File: src/rtl/shift_issue_unit_pkg.sv
// rtl/shift_issue_unit_pkg.sv - shared op encoding, command layout and helpers for the shift issue unit
package shift_pkg;

    localparam int OP_W  = 3;
    localparam int DEF_N = 8;

    // Shift operations understood by the external barrel shifter.
    typedef enum logic [OP_W-1:0] {
        SRL = 3'd0,
        SRA = 3'd1,
        SLL = 3'd2,
        ROR = 3'd3,
        ROL = 3'd4
    } shift_op_e;

    // Command layout at the default data width; the unit builds the same
    // layout locally for its configured N.
    typedef struct packed {
        logic [DEF_N-1:0]         data;
        logic [$clog2(DEF_N)-1:0] shamt;
        logic [OP_W-1:0]          op;
    } shift_cmd_t;

    // Codes above ROL have no defined shift behaviour.
    function automatic logic op_is_legal(input logic [OP_W-1:0] op);
        return op <= OP_W'(ROL);
    endfunction

endpackage

File: src/rtl/shift_issue_unit_fifo.sv
// rtl/shift_issue_unit_fifo.sv - command FIFO with wrap-bit pointers
module shift_cmd_fifo #(
    parameter  int WIDTH = 8,
    parameter  int DEPTH = 4,
    localparam int AW    = $clog2(DEPTH)
) (
    input  logic             clk,
    input  logic             rst_n,
    input  logic             push_i,
    input  logic             pop_i,
    input  logic [WIDTH-1:0] wdata_i,
    output logic [WIDTH-1:0] rdata_o,
    output logic             full_o,
    output logic             empty_o,
    output logic [AW:0]      level_o
);

    logic [WIDTH-1:0] mem_q [DEPTH];
    logic [AW:0]      wr_ptr_q, wr_ptr_d;
    logic [AW:0]      rd_ptr_q, rd_ptr_d;
    logic             do_push;
    logic             do_pop;

    // Pointers differ only in the wrap bit when full, match exactly when empty.
    assign empty_o = (wr_ptr_q == rd_ptr_q);
    assign full_o  = (wr_ptr_q[AW] != rd_ptr_q[AW]) &&
                     (wr_ptr_q[AW-1:0] == rd_ptr_q[AW-1:0]);
    assign level_o = wr_ptr_q - rd_ptr_q;
    assign rdata_o = mem_q[rd_ptr_q[AW-1:0]];

    assign do_push = push_i && !full_o;
    assign do_pop  = pop_i && !empty_o;

    // Advance each pointer on its own handshake; natural overflow gives the wrap.
    always_comb begin
        wr_ptr_d = wr_ptr_q;
        rd_ptr_d = rd_ptr_q;
        if (do_push) wr_ptr_d = wr_ptr_q + 1'b1;
        if (do_pop)  rd_ptr_d = rd_ptr_q + 1'b1;
    end

    // Pointer registers clear immediately on reset, discarding queued entries.
    always_ff @(posedge clk or negedge rst_n) begin
        if (!rst_n) begin
            wr_ptr_q <= '0;
            rd_ptr_q <= '0;
        end else begin
            wr_ptr_q <= wr_ptr_d;
            rd_ptr_q <= rd_ptr_d;
        end
    end

    // Storage needs no reset: an entry is only read after it has been written.
    always_ff @(posedge clk) begin
        if (do_push) mem_q[wr_ptr_q[AW-1:0]] <= wdata_i;
    end

endmodule

File: src/rtl/shift_issue_unit.sv
// rtl/shift_issue_unit.sv - queues shift commands, drives an external barrel shifter, registers results (option: SHIFT_ISSUE_ILLEGAL_DROP_EN)
module shift_issue_unit
    import shift_pkg::*;
#(
    parameter  int N     = 8,
    parameter  int DEPTH = 4,
    localparam int SHW   = $clog2(N),
    localparam int LW    = $clog2(DEPTH) + 1
) (
    input  logic            clk,
    input  logic            rst_n,
    input  logic            in_valid,
    output logic            in_ready,
    input  logic [N-1:0]    in_data,
    input  logic [SHW-1:0]  in_shamt,
    input  logic [OP_W-1:0] in_op,
    output logic [N-1:0]    sh_data_in,
    output logic [SHW-1:0]  sh_shift_num,
    output logic [OP_W-1:0] sh_op,
    input  logic [N-1:0]    sh_data_out,
    output logic            out_valid,
    input  logic            out_ready,
    output logic [N-1:0]    out_data,
    output logic [OP_W-1:0] out_op,
    output logic [LW-1:0]   fifo_level
`ifdef SHIFT_ISSUE_ILLEGAL_DROP_EN
    ,
    output logic [7:0]      illegal_cnt
`endif
);

    typedef struct packed {
        logic [N-1:0]    data;
        logic [SHW-1:0]  shamt;
        logic [OP_W-1:0] op;
    } cmd_t;

    cmd_t            wr_cmd;
    cmd_t            head_cmd;
    logic            fifo_push;
    logic            fifo_pop;
    logic            fifo_full;
    logic            fifo_empty;
    logic            accept;

    logic            out_valid_q, out_valid_d;
    logic [N-1:0]    out_data_q,  out_data_d;
    logic [OP_W-1:0] out_op_q,    out_op_d;

    // No bypass: a full queue refuses input even if it pops this cycle.
    assign in_ready = !fifo_full;
    assign accept   = in_valid && in_ready;

    assign wr_cmd.data  = in_data;
    assign wr_cmd.shamt = in_shamt;
    assign wr_cmd.op    = in_op;

`ifdef SHIFT_ISSUE_ILLEGAL_DROP_EN
    logic [7:0] illegal_cnt_q, illegal_cnt_d;
    logic       cmd_legal;

    assign cmd_legal   = op_is_legal(in_op);
    assign fifo_push   = accept && cmd_legal;
    assign illegal_cnt = illegal_cnt_q;

    // Count dropped commands, saturating so the counter never wraps back to a small value.
    always_comb begin
        illegal_cnt_d = illegal_cnt_q;
        if (accept && !cmd_legal && (illegal_cnt_q != 8'hFF)) begin
            illegal_cnt_d = illegal_cnt_q + 8'd1;
        end
    end

    // Illegal-command counter register.
    always_ff @(posedge clk or negedge rst_n) begin
        if (!rst_n) illegal_cnt_q <= '0;
        else        illegal_cnt_q <= illegal_cnt_d;
    end
`else
    assign fifo_push = accept;
`endif

    // The head moves into the output register whenever that register is free or draining.
    assign fifo_pop = !fifo_empty && (!out_valid_q || out_ready);

    shift_cmd_fifo #(
        .WIDTH ($bits(cmd_t)),
        .DEPTH (DEPTH)
    ) u_cmd_fifo (
        .clk     (clk),
        .rst_n   (rst_n),
        .push_i  (fifo_push),
        .pop_i   (fifo_pop),
        .wdata_i (wr_cmd),
        .rdata_o (head_cmd),
        .full_o  (fifo_full),
        .empty_o (fifo_empty),
        .level_o (fifo_level)
    );

    // Present the head to the shifter; hold the shifter inputs at zero while idle.
    always_comb begin
        sh_data_in   = '0;
        sh_shift_num = '0;
        sh_op        = '0;
        if (!fifo_empty) begin
            sh_data_in   = head_cmd.data;
            sh_shift_num = head_cmd.shamt;
            sh_op        = head_cmd.op;
        end
    end

    // Capture the shifter result on a pop; otherwise hold, dropping valid once consumed.
    always_comb begin
        out_valid_d = out_valid_q;
        out_data_d  = out_data_q;
        out_op_d    = out_op_q;
        if (fifo_pop) begin
            out_valid_d = 1'b1;
            out_data_d  = sh_data_out;
            out_op_d    = head_cmd.op;
        end else if (out_ready) begin
            out_valid_d = 1'b0;
        end
    end

    // Output register; reset discards any pending result at once.
    always_ff @(posedge clk or negedge rst_n) begin
        if (!rst_n) begin
            out_valid_q <= 1'b0;
            out_data_q  <= '0;
            out_op_q    <= '0;
        end else begin
            out_valid_q <= out_valid_d;
            out_data_q  <= out_data_d;
            out_op_q    <= out_op_d;
        end
    end

    assign out_valid = out_valid_q;
    assign out_data  = out_data_q;
    assign out_op    = out_op_q;

endmodule
File: config.mk
export PLATFORM = sky130hd
export DESIGN_NAME = shift_issue_unit
export DESIGN_NICKNAME = d
export VERILOG_FILES = /design/src/rtl/shift_issue_unit_pkg.sv /design/src/rtl/shift_issue_unit_fifo.sv /design/src/rtl/shift_issue_unit.sv
export SDC_FILE = /design/constraint.sdc
export NUM_CORES = 1
export LEC_CHECK = 0
export CAP_MARGIN = 10
export CORE_ASPECT_RATIO = 0.75
export CORE_UTILIZATION = 50
export CTS_CLUSTER_DIAMETER = 120
export DETAILED_ROUTE_END_ITERATION = 12
export PLACE_DENSITY_LB_ADDON = 0.3
export RECOVER_POWER = 100
export SLEW_MARGIN = 20
export SYNTH_ARGS = -nofsm -noshare
export SYNTH_HDL_FRONTEND = slang
export SYNTH_SLANG_ARGS = --single-unit
File: constraint.sdc
create_clock -name clk -period 4.55 [get_ports clk]
set_input_delay 0.91 -clock clk [delete_from_list [all_inputs] [get_ports clk]]
set_output_delay 0.91 -clock clk [all_outputs]
set_load 0.02 [all_outputs]
==> impl_metrics.ini <==
[run_status]
status = finished, violations left
violations = capacitance limit, slew limit

[setup_path]
critical_path.endpoint_type = output port
start_kind = register
path_max_fanout = 10
cp_data_required_time_ps = 3640
critical_path_class = register to output port
critical_path_arrival_ps = 3030

[layout]
layout-area-overhead-vs-synth_pct = 25.8
drive_above_1_share_pct = 18.5
antenna_cells = 0
nNetsFinal = 251

[routing]
wirelength_um = 5520
drt-vias-per-instance = 5.13
drc = 0
drt_first_iter_violations = 99
wire_per_inst_um = 18.4
ant_nets = 0
num_vias = 1540
first_pass_iters = 5

[logic_synthesis]
synth.most_common_cell = edfxtp_1
synth_area_um2 = 3020
synthTopCellsByArea = edfxtp_1 56%, dfrtp_1 15%, mux4_2 10%, mux2_4 4.5%, ha_1 2.9%
yosysTopAreaCell = edfxtp_1
synth-seq-area-share_pct = 70.6
yosysWarnings = 0
synthArstFlopShare_pct = 24.3
ys_types = 25
synth_commonest_cells = 56 x edfxtp_1, 18 x dfrtp_1, 14 x mux4_2
ys.flop_type = edfxtp_1
syn_inst = 154
syn_avg_cell_area_um2 = 19.6
syn-num-nets = 188
synth_edf_count = 56
yosysTopAreaCellShare_pct = 55.7
ys_ff_latch = 74

[floorplanning]
rows = 24
coreArea_um2 = 5830
die_y_um = 69.3
fp.dieArea_um2 = 6360
die_x_um = 91.7
pin_count = 56
initial_core_util_pct = 51.8

[power_and_ir_drop]
p_leak_uw = 0.00140
vdd_drop_max_v = 0.000394
powerDensity_nw_per_um2 = 774

[hold_path]
min_path_type = register to register

[timing]
relSlewSlack_pct = -55.1
period_share_pct = 86.7
worst_pin_slew_ps = 2300
holdWs_ps = 505
clock_skew_ps = 5.28
max_freq_mhz = 254
hold_viol_final = 0
slew_viol_final = 30
setup_viol = 0
rsz0062_at_grt = no
finalSetupTns_ps = 0
post-route-min-period_ps = 3940

[clocking]
path_clk_slew_ps = 70
cts-resized-gates = 0
root_buffer = clkbuf_8
ctsHoldBuffers = 0
cts.path.max_buffers = 2
insertion_delay_ps = 340
cts_buffers = 9
cts_max_level = 3
postCtsSetupRepairBufs = 0
cts_tree = done
clkSinkCount = 74

[run]
drv_cap = 2

[global_routing]
grt_first_pass_wirelength_um = 8990
antenna_found_initial = 0
grt_pass1_vias = 1721
grt_max_degree = 19
grt-ovfl-total = 0
grt_usage_pct = 19.7

[placed_design]
place_congestion = 0.718
hpwl_um = 3760
io_buffers = 55
## sequential cells by signal, summed over array words and instances, names as in the netlist
name and cells:
u_cmd_fifo.rd_ptr_q 3, u_cmd_fifo.mem_q 56, out_op 3, out_data 8
out_valid 1, u_cmd_fifo.wr_ptr_q 3
## critical path: stages, from the launching register on
cell           delay, ps
dfrtp_1              390
inv_1                110
ha_1                 370
nand2_1              100
nor2_1               320
clkbuf_1             480
and2b_1              260
dlygate4sd3_1        650
## cell families (layout without fill, tap and decap cells)
kind of cell,count (synthesis),after routing,share of synthesized area [%]
AO/OA/AOI/OAI,4,4,0.953
XOR/XNOR,6,6,1.99
adder cells (fa/ha/maj),8,8,3.56
buffers and inverters,12,80,1.95
flip-flops,74,74,70.6
multiplexers,27,27,16.4
AND/OR/NAND/NOR,23,23,4.56
## area by class of cell
cell class	instances	area (um2)
sequential	74	2130
fill	431	2030
multi-input combinational	68	826
timing repair buffer	58	569
clock buffer	11	131
tap	78	97.6
inverter	6	22.5
clock inverter	5	21.3
## layer usage
layer,global-route usage (%),share of wire (%),up-vias
met1,24.0,43,798
met5,0,0,-
li1,-,-,706
met2,33.7,52,30
met4,6.77,0.89,0
met3,6.14,3.7,6
## stage by stage
stage                     util (%)  total power, uW  area [um2]  setup slack [ps]  cells
after floorplan                  -             2010        3020              1530    154
after global placement        62.8             2610        3660              1430    284
after detailed placement      62.8             2670        3660              1260    284
after CTS                     65.5             3080        3810               857    300
after global routing          65.2             3110        3800               383    300
final                         65.2             2940        3800               606    300
## report_power, final
part           switching [uW]  internal, uW
Combinational             794           717
Sequential               77.6           945
Clock                     216           191
Total                    1090          1850
## worst paths after layout
| check | startpoint | to | slack [ps] | cells past startpoint |
|---|---|---|---|---|
| worst max-delay path | u_cmd_fifo.wr_ptr_q[0] | sh_data_in[7] | 610 | 7 |
| worst min-delay path | out_op[2] | out_op[2] | 510 | 1 |
| worst max register to register | u_cmd_fifo.wr_ptr_q[0] | out_data[7] | 1270 | 5 |
| worst min register to register | out_op[2] | out_op[2] | 510 | 1 |
| max in group asynchronous | rst_n | out_data[5] | 2950 | 1 |
| min in group asynchronous | rst_n | out_data[4] | 1100 | 1 |
## cell usage in the layout (no fill, tap or decap)
master / instances
a31oi_1: 2
and2_0: 3
and2b_1: 4
buf_4: 2
clkbuf_1: 3
clkbuf_8: 9
clkdlybuf4s50_1: 8
clkinv_1: 3
clkinv_2: 2
dfrtp_1: 18
dlygate4sd3_1: 47
edfxtp_1: 56
fa_1: 1
ha_1: 7
inv_1: 6
mux2_2: 4
mux2_4: 9
mux4_2: 14
nand2_1: 3
nand2b_1: 1
nand3_1: 1
nor2_1: 1
nor2b_1: 10
o211ai_1: 1
o21ai_0: 1
xnor2_1: 3
xor2_1: 2
xor2_2: 1
Power figures use the tool's default switching activity.
